<file path="src/rtl/motor_supervisor_pkg.sv">
// Shared bridge codes, supervisor state encoding and duty-width default for the motor supervisor.
// Pure declarations: no latency, no flow control.
package motor_supervisor_pkg;

  localparam int DUTY_W_DEF = 12;

  // Bridge codes as {INx,INy}
  localparam logic [1:0] BR_FWD   = 2'b10;
  localparam logic [1:0] BR_REV   = 2'b01;
  localparam logic [1:0] BR_COAST = 2'b00;
  localparam logic [1:0] BR_BRAKE = 2'b11;

  typedef enum logic [1:0] {
    ST_RUN     = 2'd0,
    ST_FAULT   = 2'd1,
    ST_LOCKOUT = 2'd2
  } sup_state_t;

endpackage

</file>
<file path="src/rtl/motor_supervisor_if.sv">
// Command, overcurrent-sense and bridge/PWM drive bundle; slave is the supervisor side.
// Plain wires: no latency, no backpressure (continuously sampled control signals).
interface motor_supervisor_if #(
  parameter int DUTY_W = motor_supervisor_pkg::DUTY_W_DEF
);
  logic [DUTY_W-1:0] req_duty_A;
  logic [DUTY_W-1:0] req_duty_B;
  logic [1:0]        req_dir_A;
  logic [1:0]        req_dir_B;
  logic              OCA;
  logic              OCB;
  logic              clear_fault;
  logic [DUTY_W-1:0] motor_duty_A;
  logic [DUTY_W-1:0] motor_duty_B;
  logic              IN1;
  logic              IN2;
  logic              IN3;
  logic              IN4;
  logic              fault_active;
  logic              lockout;
  logic [1:0]        retry_count;

  modport master (
    output req_duty_A, req_duty_B, req_dir_A, req_dir_B, OCA, OCB, clear_fault,
    input  motor_duty_A, motor_duty_B, IN1, IN2, IN3, IN4, fault_active, lockout, retry_count
  );

  modport slave (
    input  req_duty_A, req_duty_B, req_dir_A, req_dir_B, OCA, OCB, clear_fault,
    output motor_duty_A, motor_duty_B, IN1, IN2, IN3, IN4, fault_active, lockout, retry_count
  );

endinterface

</file>
<file path="src/rtl/motor_channel_ramp.sv">
// One motor channel: soft-start ramp, immediate decreases, coast dead-band on direction change.
// Latency: 1 cycle for decreases/dead-band entry, ramp on ticks; no backpressure.
module motor_channel_ramp
  import motor_supervisor_pkg::*;
#(
  parameter int DUTY_W    = DUTY_W_DEF,
  parameter int RAMP_STEP = 16,
  parameter int DEADTIME  = 1000000
) (
  input  logic              i_clk,
  input  logic              i_rst,
  input  logic              i_tick,
  input  logic              i_restart,
  input  logic              i_en,
  input  logic [DUTY_W-1:0] i_req_duty,
  input  logic [1:0]        i_req_dir,
  output logic [DUTY_W-1:0] o_duty,
  output logic [1:0]        o_dir
);
  localparam int DB_W = $clog2(DEADTIME + 1);

  logic [DUTY_W-1:0] r_duty;
  logic [1:0]        r_dir;
  logic [1:0]        r_latch;
  logic              r_in_db;
  logic [DB_W-1:0]   r_db_cnt;
  logic [DUTY_W:0]   w_step_sum;
  logic [DUTY_W-1:0] w_ramp;
  logic              w_dir_chg;

  // One extra bit so the step sum cannot wrap past full scale
  always_comb begin
    w_step_sum = {1'b0, r_duty} + (DUTY_W+1)'(RAMP_STEP);
    w_ramp     = (w_step_sum > {1'b0, i_req_duty}) ? i_req_duty : w_step_sum[DUTY_W-1:0];
    w_dir_chg  = r_in_db ? (i_req_dir != r_latch) : (i_req_dir != r_dir);
  end

  always_ff @(posedge i_clk or posedge i_rst) begin
    if (i_rst) begin
      r_duty   <= '0;
      r_dir    <= BR_COAST;
      r_latch  <= BR_COAST;
      r_in_db  <= 1'b0;
      r_db_cnt <= '0;
    end else if (i_restart || !i_en) begin
      r_duty   <= '0;
      r_dir    <= BR_COAST;
      r_latch  <= BR_COAST;
      r_in_db  <= 1'b0;
      r_db_cnt <= '0;
    end else if (w_dir_chg) begin
      r_duty   <= '0;
      r_dir    <= BR_COAST;
      r_latch  <= i_req_dir;
      r_in_db  <= 1'b1;
      r_db_cnt <= DB_W'(DEADTIME);
    end else if (r_in_db) begin
      if (r_db_cnt == DB_W'(1)) begin
        r_in_db <= 1'b0;
        r_dir   <= r_latch;
      end
      r_db_cnt <= r_db_cnt - DB_W'(1);
    end else if (i_req_duty < r_duty) begin
      r_duty <= i_req_duty;
    end else if (i_tick && (i_req_duty > r_duty)) begin
      r_duty <= w_ramp;
    end
  end

  assign o_duty = r_duty;
  assign o_dir  = r_dir;

endmodule

</file>
<file path="src/rtl/motor_supervisor.sv">
// Drive-safety sequencer: OC filter, RUN/FAULT/LOCKOUT FSM with limited retry, two ramped channels.
// Latency: decrease 1 cycle, trip OC_FILT+2 cycles after first low sample; no backpressure.
module motor_supervisor
  import motor_supervisor_pkg::*;
#(
  parameter int DUTY_W     = DUTY_W_DEF,
  parameter int RAMP_STEP  = 16,
  parameter int RAMP_DIV   = 100000,
  parameter int DEADTIME   = 1000000,
  parameter int OC_FILT    = 1000,
  parameter int COOLDOWN   = 50000000,
  parameter int MAX_RETRY  = 3,
  parameter int CLEAR_TIME = 200000000
) (
  input  logic              CLK100MHZ,
  input  logic              reset,
  motor_supervisor_if.slave io_sup
);
  localparam int DIV_W  = $clog2(RAMP_DIV);
  localparam int FILT_W = $clog2(OC_FILT + 1);
  localparam int COOL_W = $clog2(COOLDOWN);
  localparam int CLR_W  = $clog2(CLEAR_TIME);
  localparam logic [DIV_W-1:0]  DIV_LAST  = DIV_W'(RAMP_DIV - 1);
  localparam logic [FILT_W-1:0] FILT_MAX  = FILT_W'(OC_FILT);
  localparam logic [COOL_W-1:0] COOL_LAST = COOL_W'(COOLDOWN - 1);
  localparam logic [CLR_W-1:0]  CLR_LAST  = CLR_W'(CLEAR_TIME - 1);
  localparam logic [1:0]        RETRY_MAX = 2'(MAX_RETRY);

  logic [1:0]        r_oca_sync;
  logic [1:0]        r_ocb_sync;
  logic [FILT_W-1:0] r_filt;
  logic [DIV_W-1:0]  r_div;
  logic [COOL_W-1:0] r_cool;
  logic [CLR_W-1:0]  r_clr;
  sup_state_t        r_state;
  sup_state_t        w_state_nxt;
  logic [1:0]        r_retry;
  logic [1:0]        w_retry_nxt;
  logic              w_oc;
  logic              w_tick;
  logic              w_run;
  logic              w_restart;
  logic [DUTY_W-1:0] w_duty_a;
  logic [DUTY_W-1:0] w_duty_b;
  logic [1:0]        w_dir_a;
  logic [1:0]        w_dir_b;

  assign w_oc   = ~r_oca_sync[1] | ~r_ocb_sync[1];
  assign w_tick = (r_div == DIV_LAST);
  assign w_run  = (r_state == ST_RUN);

  // Synchronizers idle high so reset never looks like an overcurrent
  always_ff @(posedge CLK100MHZ or posedge reset) begin
    if (reset) begin
      r_oca_sync <= 2'b11;
      r_ocb_sync <= 2'b11;
      r_filt     <= '0;
      r_div      <= '0;
    end else begin
      r_oca_sync <= {r_oca_sync[0], io_sup.OCA};
      r_ocb_sync <= {r_ocb_sync[0], io_sup.OCB};
      r_div      <= w_tick ? '0 : r_div + DIV_W'(1);
      if (!w_oc) begin
        r_filt <= '0;
      end else if (r_filt != FILT_MAX) begin
        r_filt <= r_filt + FILT_W'(1);
      end
    end
  end

  always_comb begin
    w_state_nxt = r_state;
    w_retry_nxt = r_retry;
    w_restart   = 1'b0;
    case (r_state)
      ST_RUN: begin
        if (r_filt == FILT_MAX) begin
          w_restart = 1'b1;
          if (r_retry < RETRY_MAX) begin
            w_state_nxt = ST_FAULT;
            w_retry_nxt = r_retry + 2'd1;
          end else begin
            w_state_nxt = ST_LOCKOUT;
          end
        end else if ((r_clr == CLR_LAST) && !w_oc) begin
          w_retry_nxt = 2'd0;
        end
      end
      ST_FAULT: begin
        if (r_cool == COOL_LAST) begin
          w_state_nxt = ST_RUN;
          w_restart   = 1'b1;
        end
      end
      ST_LOCKOUT: begin
        if (io_sup.clear_fault) begin
          w_state_nxt = ST_RUN;
          w_retry_nxt = 2'd0;
          w_restart   = 1'b1;
        end
      end
      default: w_state_nxt = ST_RUN;
    endcase
  end

  always_ff @(posedge CLK100MHZ or posedge reset) begin
    if (reset) begin
      r_state <= ST_RUN;
      r_retry <= 2'd0;
      r_cool  <= '0;
      r_clr   <= '0;
    end else begin
      r_state <= w_state_nxt;
      r_retry <= w_retry_nxt;
      r_cool  <= ((r_state == ST_FAULT) && (r_cool != COOL_LAST)) ? r_cool + COOL_W'(1) : '0;
      r_clr   <= (!w_run || w_oc || (r_clr == CLR_LAST)) ? '0 : r_clr + CLR_W'(1);
    end
  end

  motor_channel_ramp #(
    .DUTY_W(DUTY_W), .RAMP_STEP(RAMP_STEP), .DEADTIME(DEADTIME)
  ) u_chan_a (
    .i_clk(CLK100MHZ), .i_rst(reset), .i_tick(w_tick), .i_restart(w_restart), .i_en(w_run),
    .i_req_duty(io_sup.req_duty_A), .i_req_dir(io_sup.req_dir_A),
    .o_duty(w_duty_a), .o_dir(w_dir_a)
  );

  motor_channel_ramp #(
    .DUTY_W(DUTY_W), .RAMP_STEP(RAMP_STEP), .DEADTIME(DEADTIME)
  ) u_chan_b (
    .i_clk(CLK100MHZ), .i_rst(reset), .i_tick(w_tick), .i_restart(w_restart), .i_en(w_run),
    .i_req_duty(io_sup.req_duty_B), .i_req_dir(io_sup.req_dir_B),
    .o_duty(w_duty_b), .o_dir(w_dir_b)
  );

  assign io_sup.motor_duty_A = w_duty_a;
  assign io_sup.motor_duty_B = w_duty_b;
  assign io_sup.IN1          = w_dir_a[1];
  assign io_sup.IN2          = w_dir_a[0];
  assign io_sup.IN3          = w_dir_b[1];
  assign io_sup.IN4          = w_dir_b[0];
  assign io_sup.fault_active = !w_run;
  assign io_sup.lockout      = (r_state == ST_LOCKOUT);
  assign io_sup.retry_count  = r_retry;

endmodule

</file>
<file path="src/flat_wrapper.sv">
// flat-port wrapper written by rule: the top's interface ports become plain ports
module motor_supervisor_flat import motor_supervisor_pkg::*;
#(
  parameter int DUTY_W     = DUTY_W_DEF,
  parameter int RAMP_STEP  = 16,
  parameter int RAMP_DIV   = 100000,
  parameter int DEADTIME   = 1000000,
  parameter int OC_FILT    = 1000,
  parameter int COOLDOWN   = 50000000,
  parameter int MAX_RETRY  = 3,
  parameter int CLEAR_TIME = 200000000
)
  (CLK100MHZ, reset, io_sup_req_duty_A, io_sup_req_duty_B, io_sup_req_dir_A, io_sup_req_dir_B, io_sup_OCA, io_sup_OCB, io_sup_clear_fault, io_sup_motor_duty_A, io_sup_motor_duty_B, io_sup_IN1, io_sup_IN2, io_sup_IN3, io_sup_IN4, io_sup_fault_active, io_sup_lockout, io_sup_retry_count);
  motor_supervisor_if #(.DUTY_W(DUTY_W)) io_sup_i ();
  input  logic CLK100MHZ;
  input  logic reset;
  input wire logic [$bits(io_sup_i.req_duty_A)-1:0] io_sup_req_duty_A;
  input wire logic [$bits(io_sup_i.req_duty_B)-1:0] io_sup_req_duty_B;
  input wire logic [$bits(io_sup_i.req_dir_A)-1:0] io_sup_req_dir_A;
  input wire logic [$bits(io_sup_i.req_dir_B)-1:0] io_sup_req_dir_B;
  input wire logic [$bits(io_sup_i.OCA)-1:0] io_sup_OCA;
  input wire logic [$bits(io_sup_i.OCB)-1:0] io_sup_OCB;
  input wire logic [$bits(io_sup_i.clear_fault)-1:0] io_sup_clear_fault;
  output wire logic [$bits(io_sup_i.motor_duty_A)-1:0] io_sup_motor_duty_A;
  output wire logic [$bits(io_sup_i.motor_duty_B)-1:0] io_sup_motor_duty_B;
  output wire logic [$bits(io_sup_i.IN1)-1:0] io_sup_IN1;
  output wire logic [$bits(io_sup_i.IN2)-1:0] io_sup_IN2;
  output wire logic [$bits(io_sup_i.IN3)-1:0] io_sup_IN3;
  output wire logic [$bits(io_sup_i.IN4)-1:0] io_sup_IN4;
  output wire logic [$bits(io_sup_i.fault_active)-1:0] io_sup_fault_active;
  output wire logic [$bits(io_sup_i.lockout)-1:0] io_sup_lockout;
  output wire logic [$bits(io_sup_i.retry_count)-1:0] io_sup_retry_count;
  assign io_sup_i.req_duty_A = io_sup_req_duty_A;
  assign io_sup_i.req_duty_B = io_sup_req_duty_B;
  assign io_sup_i.req_dir_A = io_sup_req_dir_A;
  assign io_sup_i.req_dir_B = io_sup_req_dir_B;
  assign io_sup_i.OCA = io_sup_OCA;
  assign io_sup_i.OCB = io_sup_OCB;
  assign io_sup_i.clear_fault = io_sup_clear_fault;
  assign io_sup_motor_duty_A = io_sup_i.motor_duty_A;
  assign io_sup_motor_duty_B = io_sup_i.motor_duty_B;
  assign io_sup_IN1 = io_sup_i.IN1;
  assign io_sup_IN2 = io_sup_i.IN2;
  assign io_sup_IN3 = io_sup_i.IN3;
  assign io_sup_IN4 = io_sup_i.IN4;
  assign io_sup_fault_active = io_sup_i.fault_active;
  assign io_sup_lockout = io_sup_i.lockout;
  assign io_sup_retry_count = io_sup_i.retry_count;
  motor_supervisor #(.DUTY_W(DUTY_W), .RAMP_STEP(RAMP_STEP), .RAMP_DIV(RAMP_DIV), .DEADTIME(DEADTIME), .OC_FILT(OC_FILT), .COOLDOWN(COOLDOWN), .MAX_RETRY(MAX_RETRY), .CLEAR_TIME(CLEAR_TIME)) u_core (.CLK100MHZ(CLK100MHZ), .reset(reset), .io_sup(io_sup_i));
endmodule
</file>
<file path="config.mk">
export PLATFORM = sky130hd
export DESIGN_NAME = motor_supervisor_flat
export DESIGN_NICKNAME = d
export VERILOG_FILES = /design/src/rtl/motor_supervisor_pkg.sv /design/src/rtl/motor_supervisor_if.sv /design/src/rtl/motor_channel_ramp.sv /design/src/rtl/motor_supervisor.sv /design/src/flat_wrapper.sv
export SDC_FILE = /design/constraint.sdc
export NUM_CORES = 1
export LEC_CHECK = 0
export ABC_AREA = 1
export BUFFER_PORTS_ARGS = -buffer_cell sky130_fd_sc_hd__buf_4
export CAP_MARGIN = 20
export CELL_PAD_IN_SITES_DETAIL_PLACEMENT = 0
export CELL_PAD_IN_SITES_GLOBAL_PLACEMENT = 2
export CORE_AREA = 2 2 169 171
export CTS_CLUSTER_SIZE = 10
export DETAILED_ROUTE_END_ITERATION = 10
export DIE_AREA = 0 0 171 173
export PLACE_DENSITY_LB_ADDON = 0.1
export SLEW_MARGIN = 10
export SYNTH_ARGS = -nofsm -noshare
export SYNTH_HDL_FRONTEND = slang
export SYNTH_SLANG_ARGS = --single-unit
</file>
<file path="constraint.sdc">
create_clock -name CLK100MHZ -period 13 [get_ports CLK100MHZ]
set_input_delay 0 -clock CLK100MHZ [delete_from_list [all_inputs] [get_ports CLK100MHZ]]
set_output_delay 0 -clock CLK100MHZ [all_outputs]
set_load 0.01 [all_outputs]
</file>
==> flow_summary.yaml, run 1 <==
run_status:
  status: "finished, final reports clean"
finish:
  finish.instance_area_sq_um: 12500
  finish.utilization: 0.451
  fin_nets: 1651
  antennaDiodeCount: 0
  area_growth_pct: 16.5
  drive_above_1_share: 0.108
critical_path:
  cp-start-kind: "flop"
  critical_path.max_fanout: 12
  crit_type: "flop to flop"
  crit_arrival_ns: 3.31
  end_kind: "flop"
  required_ns: 13.34
clock_network:
  clkSinkCount: 163
  cts.repair.resized: 0
  clk_latency_ns: 0.45
  cts_max_level: 4
  cts_setup_buffers: 0
  cts_buffers: 17
  cts_tree: "yes"
  cts_root_buf: "clkbuf_16"
  path_clk_slew_ns: 0.08
  clock_path_buffers: 2
sta:
  fmax_mhz: 336
  setup_slack_ns: 10.03
  fin_crit_ns: 2.97
  clock_skew_ns: 0.0155
  finalHoldViolCount: 0
  tightest_slew_ns: 0.983
  report.final.slew_viol_count: 0
  setup-violations-final: 0
  slew_headroom: 0.345
  finalSetupTns_ns: 0
  rsz0062_at_grt: "false"
  period_share: 0.229
floorplanning:
  initial_utilization: 0.387
  die_h_microns: 173
  fp.dieArea_sq_um: 29600
  coreArea_sq_um: 27600
  io_pins: 65
  die_w_microns: 171
  num_rows: 61
job:
  cap_violations: 0
yosys:
  synth_ff_type: "dfrtp_1"
  synthesis.instances: 1456
  seq_area_frac_synth: 0.382
  synth_fp_nets: 1549
  async_flop_share: 1.00
  avgSynthCellArea_sq_um: 7.34
  yosys_register_bits: 163
  netlist_area_sq_um: 10700
  synthDistinctLibCells: 45
  yosysWarnings: 0
  synth-edff-count: 0
route:
  vias: 9225
  drc: 0
  ant_nets: 0
  routed_via_density: 4.73
  drt_iter0_markers: 580
  route.detailed.wl_per_inst_microns: 13.7
  wl_microns: 26700
  dr.pass1.iters: 5
grt:
  grt_overflow_total: 0
  antenna_found_initial: 0
  grt_pass1_vias: 9251
  grt_pass1_wl_microns: 45400
  grt_use_total: 0.189
  grt_start_max_net_pins: 91
power_and_ir_drop:
  p_per_area_nw_per_um2: 123
  p_total_mw: 1.54
  vdd_drop_max_mv: 0.0951
  power.leakage_nw: 6.11
placed_design:
  gp_congestion: 0.786
  pre_cts_ws_ns: 10.04
  port-buffer-count: 64
  place_area_sq_um: 11500
  detailed_place_hpwl_microns: 20000
hold_path:
  hold_path_class: "input pin to flop"
-- Yosys cell counts, types with 4 or more instances --
cell        n  share of area
nor2_1    216          0.076
o211ai_1    5         0.0035
nand3_1    97          0.045
ha_1       60          0.070
nand3b_1    6         0.0042
inv_2       8         0.0028
nand3_2    23          0.022
dfrtp_1   159           0.37
inv_1     212          0.074
nor4_1      7         0.0041
nand2_1   349           0.12
and3_1      4         0.0023
xor2_1     50          0.041
nor3b_1     9         0.0063
buf_2       4         0.0019
nor3_1     46          0.022
a21oi_1    38          0.018
nand2_2    15         0.0088
nor2_2      4         0.0023
nand4_1    36          0.021
o21ai_0    47          0.022
dfstp_2     4         0.0098
nand2_4     5         0.0053
xnor2_1    16          0.013
-- cells in the final DEF (no fill, tap or decap), drive strengths merged --
cell type / Yosys / final
nor3: 49 / 49
clkinv: 2 / 6
ha: 60 / 60
xor2: 50 / 50
nand3b: 6 / 6
or2: 5 / 5
dfrtp: 159 / 159
o22ai: 3 / 3
clkbuf: 2 / 18
o31ai: 1 / 1
dlygate4sd3: 0 / 32
dfstp: 4 / 4
a31oi: 1 / 1
inv: 223 / 231
bufinv: 0 / 2
nand4: 36 / 36
o211ai: 5 / 5
nand2: 369 / 369
buf: 12 / 65
a21oi: 38 / 38
nor3b: 9 / 9
nor4: 7 / 7
xnor2: 16 / 16
nand3: 120 / 120
o221ai: 2 / 2
o21ai: 48 / 48
a21o: 2 / 2
nor4b: 1 / 1
and3: 4 / 4
nor2: 222 / 222
-- report_power, final --
group / leakage, nW / internal (mW) / switching [mW]
clock: 0.299 / 0.294 / 0.235
combinational: 3.66 / 0.132 / 0.277
sequential: 2.15 / 0.553 / 0.0448
-- critical path: stages, from the launching register on --
cell	delay, ns
dfrtp_1	0.44
ha_1	0.21
nand3_1	0.17
nor2_1	0.15
xor2_1	0.20
inv_1	0.07
ha_1	0.29
nand3_1	0.10
nor2_1	0.10
nand2_1	0.05
nor2_1	0.12
nand2_1	0.06
nand2_1	0.07
nand2_2	0.13
nand2_1	0.42
nand2_1	0.13
nand3_2	0.10
nand2_1	0.05
-- final timing paths --
kind                                                start                            to  slack [ns]  cells after the start
worst min register to register       u_core.r_ocb_sync[0]          u_core.r_ocb_sync[1]        0.36                      0
min in group asynchronous                           reset  u_core.io_sup.retry_count[1]        0.27                      3
worst min-delay path                           io_sup_OCA          u_core.r_oca_sync[0]        0.20                      2
worst max-delay path            u_core.u_chan_b.o_duty[4]    u_core.u_chan_b.o_duty[10]       10.03                     17
worst max register to register  u_core.u_chan_b.o_duty[4]    u_core.u_chan_b.o_duty[10]       10.03                     17
max in group asynchronous                           reset  u_core.u_chan_a.r_db_cnt[16]       11.25                      4
-- cells by family (layout without fill, tap and decap cells) --
kind of cell	Yosys count	in the layout	synth area share
adder cells (fa/ha/maj)	60	60	0.0702
XOR/XNOR	66	66	0.0541
AND/OR/NAND/NOR	828	828	0.352
flip-flops	163	163	0.382
AO/OA/AOI/OAI	100	100	0.0499
buffers and inverters	239	354	0.0922
-- registers in the layout, summed over array words and instances, names as in the netlist --
| signal | count |
|---|---|
| u_core.r_clr | 28 |
| u_core.r_cool | 26 |
| u_core.u_chan_a.r_db_cnt | 20 |
| u_core.u_chan_b.r_db_cnt | 20 |
| u_core.r_div | 17 |
| u_core.u_chan_a.o_duty | 12 |
| u_core.u_chan_b.o_duty | 12 |
| u_core.r_filt | 10 |
| u_core.io_sup.retry_count | 2 |
| u_core.r_oca_sync | 2 |
| u_core.r_ocb_sync | 2 |
| u_core.r_state | 2 |
| u_core.u_chan_a.o_dir | 2 |
| u_core.u_chan_a.r_latch | 2 |
| u_core.u_chan_b.o_dir | 2 |
| u_core.u_chan_b.r_latch | 2 |
| u_core.u_chan_a.r_in_db | 1 |
| u_core.u_chan_b.r_in_db | 1 |
-- stage by stage --
step                std cells  hold WS [ns]
finish                   1949         0.202
global route             1949         0.195
CTS                      1949         0.184
detailed placement       1885         0.109
global placement         1885         0.109
floorplan                1456       0.00448
-- per-layer routing --
layer | GRT usage | vias up | part of all wire | routed length (microns)
met4 | 0.0466 | 0 | 0.012 | 312
met2 | 0.317 | 90 | 0.48 | 12800
li1 | - | 4824 | - | -
met5 | 0 | - | 0 | 0
met3 | 0.0311 | 21 | 0.021 | 569
met1 | 0.253 | 4290 | 0.49 | 13000
-- final cells by class --
type / count / area [sq um]
Sequential cell: 163 / 4080
Clock inverter: 14 / 164
Inverter: 225 / 868
Clock buffer: 18 / 439
Multi-Input combinational cell: 1054 / 5620
Tap cell: 378 / 473
Fill cell: 2947 / 15200
Timing Repair Buffer: 97 / 808
-- what timing repair did --
item	in CTS	in global routing
endpoints found under the hold margin	121	0
hold buffers	32	0
endpoints found under the setup margin	0	0
No activity file was read; power rests on OpenSTA's default activity.
==> run 2: changes to the inputs <==
Settings changed: CORE_AREA 2 2 169 171 to 2 2 176 178, DIE_AREA 0 0 171 173 to 0 0 178 180.
Clock period 13 ns to 3.1 ns, I/O delays scaled along.
==> flow_summary.yaml, run 2 (synthesized netlist as in run 1, its figures left out) <==
finish:
  drive_above_1_share: 0.112
  mostFrequentLayoutCells: "nand2_1 (348), nor2_1 (216), inv_1 (211), dfrtp_1 (159), nand3_1 (97)"
  reg_top3: "u_core.r_clr: 28 flops, u_core.r_cool: 26 flops"
  fin_nets: 1656
  layout_commonest_cell: "nand2_1"
  antennaDiodeCount: 0
  top_register: "u_core.r_clr"
  fillCellCount: 3232
  finish.utilization: 0.415
  area_growth_pct: 17.2
  largest_reg_flops: 28
  fin_cells: 1972
critical_path:
  crit_arrival_ns: 3.09
  end_kind: "flop"
  cp-start-kind: "flop"
  rrSetupSlack_ns: 0.35
  crit_type: "flop to flop"
  critical_path.max_fanout: 12
  required_ns: 3.44
placed_design:
  gp_congestion: 0.825
  port-buffer-count: 64
  numPlacedInstances: 1908
  detailed_place_hpwl_microns: 20100
route:
  drc: 0
  route.detailed.wl_per_inst_microns: 13.9
  routed_via_density: 4.71
  vias: 9288
  drt_iter0_markers: 480
  dr.pass1.iters: 5
  ant_nets: 0
  wl_microns: 27300
clock_network:
  clkSinkCount: 163
  cts_buffers: 17
  clock_path_buffers: 2
  path_clk_slew_ns: 0.07
  cts_root_buf: "clkbuf_16"
  cts_tree: "yes"
  cts_max_level: 4
  clk_latency_ns: 0.44
sta:
  setup-violations-final: 0
  report.final.slew_viol_count: 0
  clock_skew_ns: 0.00724
  fmax_mhz: 363
  rsz0062_at_grt: "false"
  slew_headroom: 0.502
  finalSetupTns_ns: 0
  finalHoldViolCount: 0
  period_share: 0.888
  tightest_slew_ns: 0.746
  fin_crit_ns: 2.75
floorplanning:
  die_w_microns: 178
  fp.dieArea_sq_um: 32000
  die_h_microns: 180
  coreArea_sq_um: 30200
  io_pins: 65
  initial_utilization: 0.354
  num_rows: 64
power_and_ir_drop:
  combPwrFrac: 0.269
  p_per_area_nw_per_um2: 515
  clkPwrFrac: 0.342
  internal_power_mw: 4.10
  p_total_mw: 6.45
  power.leakage_nw: 6.12
  vdd_drop_max_mv: 0.405
  p_seq_frac: 0.389
  switching_share: 0.365
  p_sw_mw: 2.35
grt:
  grt_use_total: 0.180
  antenna_found_initial: 0
  grt_start_max_net_pins: 109
  grt_pass1_vias: 9381
  grt_pass1_wl_microns: 46600
  grt_overflow_total: 0
run_status:
  status: "finished, final reports clean"
hold_path:
  hold_path_class: "input pin to flop"
job:
  cap_violations: 0
run 2: cell count changes in the layout (fill, tap and decap cells not counted):
| cell | change |
|---|---|
| buf_4 | +4 |
| inv_6 | -4 |
| clkinv_4 | +3 |
| clkinvlp_4 | +3 |
| buf_12 | +1 |
| clkbuf_8 | -1 |
| clkinv_2 | -1 |
| nand2_1 | -1 |
| nand2_2 | +1 |
run 2: final timing paths:
path,from,end,cells after the start
worst max-delay path,u_core.u_chan_a.o_duty[6],u_core.u_chan_a.o_duty[10],17
worst min-delay path,io_sup_OCA,u_core.r_oca_sync[0],2
worst max register to register,u_core.u_chan_a.o_duty[6],u_core.u_chan_a.o_duty[10],17
worst min register to register,u_core.r_ocb_sync[0],u_core.r_ocb_sync[1],0
max in group asynchronous,reset,u_core.u_chan_a.o_duty[7],4
min in group asynchronous,reset,u_core.r_clr[6],4
run 2: final cells by class:
type	count	area, sq um	area share
tap	396	495	0.0396
inverter	225	867	0.0692
timing repair buffer	102	858	0.0685
multi-input combinational	1054	5620	0.449
clock inverter	15	174	0.0139
clock buffer	17	425	0.0340
sequential	163	4080	0.326
run 2: critical path: stages (launching register included):
cell	delay, ns
dfrtp_1	0.46
nand3_1	0.14
nor2_1	0.18
nand4_1	0.14
xor2_1	0.20
inv_1	0.06
ha_1	0.29
nand2_1	0.05
inv_1	0.06
nand3_1	0.07
nor2_1	0.14
nand2_1	0.06
nand2_1	0.07
nand2_2	0.15
nand2_2	0.30
nand2_1	0.11
nand3_2	0.08
nand2_1	0.05
run 2: stage by stage:
stage               hold slack, ns  cell area [sq um]  worst slack, ns
finish                       0.207              12500            0.346
detailed placement           0.110              11600            0.204
global placement             0.109              11600            0.269
floorplan                  0.00448              10700            0.536
CTS                          0.179              12500            0.186
global route                 0.182              12500          0.00125
run 2: power by group through the flow:
stage                     Combinational, mW  Sequential [mW]  Clock [mW]
after global placement                 1.73             2.55           0
after floorplan                        1.29             2.49           0
after global routing                   1.99             2.54        2.37
final                                  1.73             2.51        2.21
after CTS                              1.77             2.51        2.29
after detailed placement               1.73             2.55           0
run 2: repair_timing:
action / 4_1_cts / 5_1_grt
gates resized for setup: 0 / 1
hold buffers: 32 / 0
endpoints found under the setup margin: 0 / 12
hold endpoints to repair: 193 / 0
setup buffers: 0 / 0
run 2: routing by layer:
metal | part of all wire | GRT usage | up-vias
met5 | 0 | 0 | -
met3 | 0.028 | 0.0336 | 25
met4 | 0.011 | 0.0430 | 0
met2 | 0.46 | 0.292 | 103
li1 | - | - | 4850
met1 | 0.50 | 0.247 | 4310
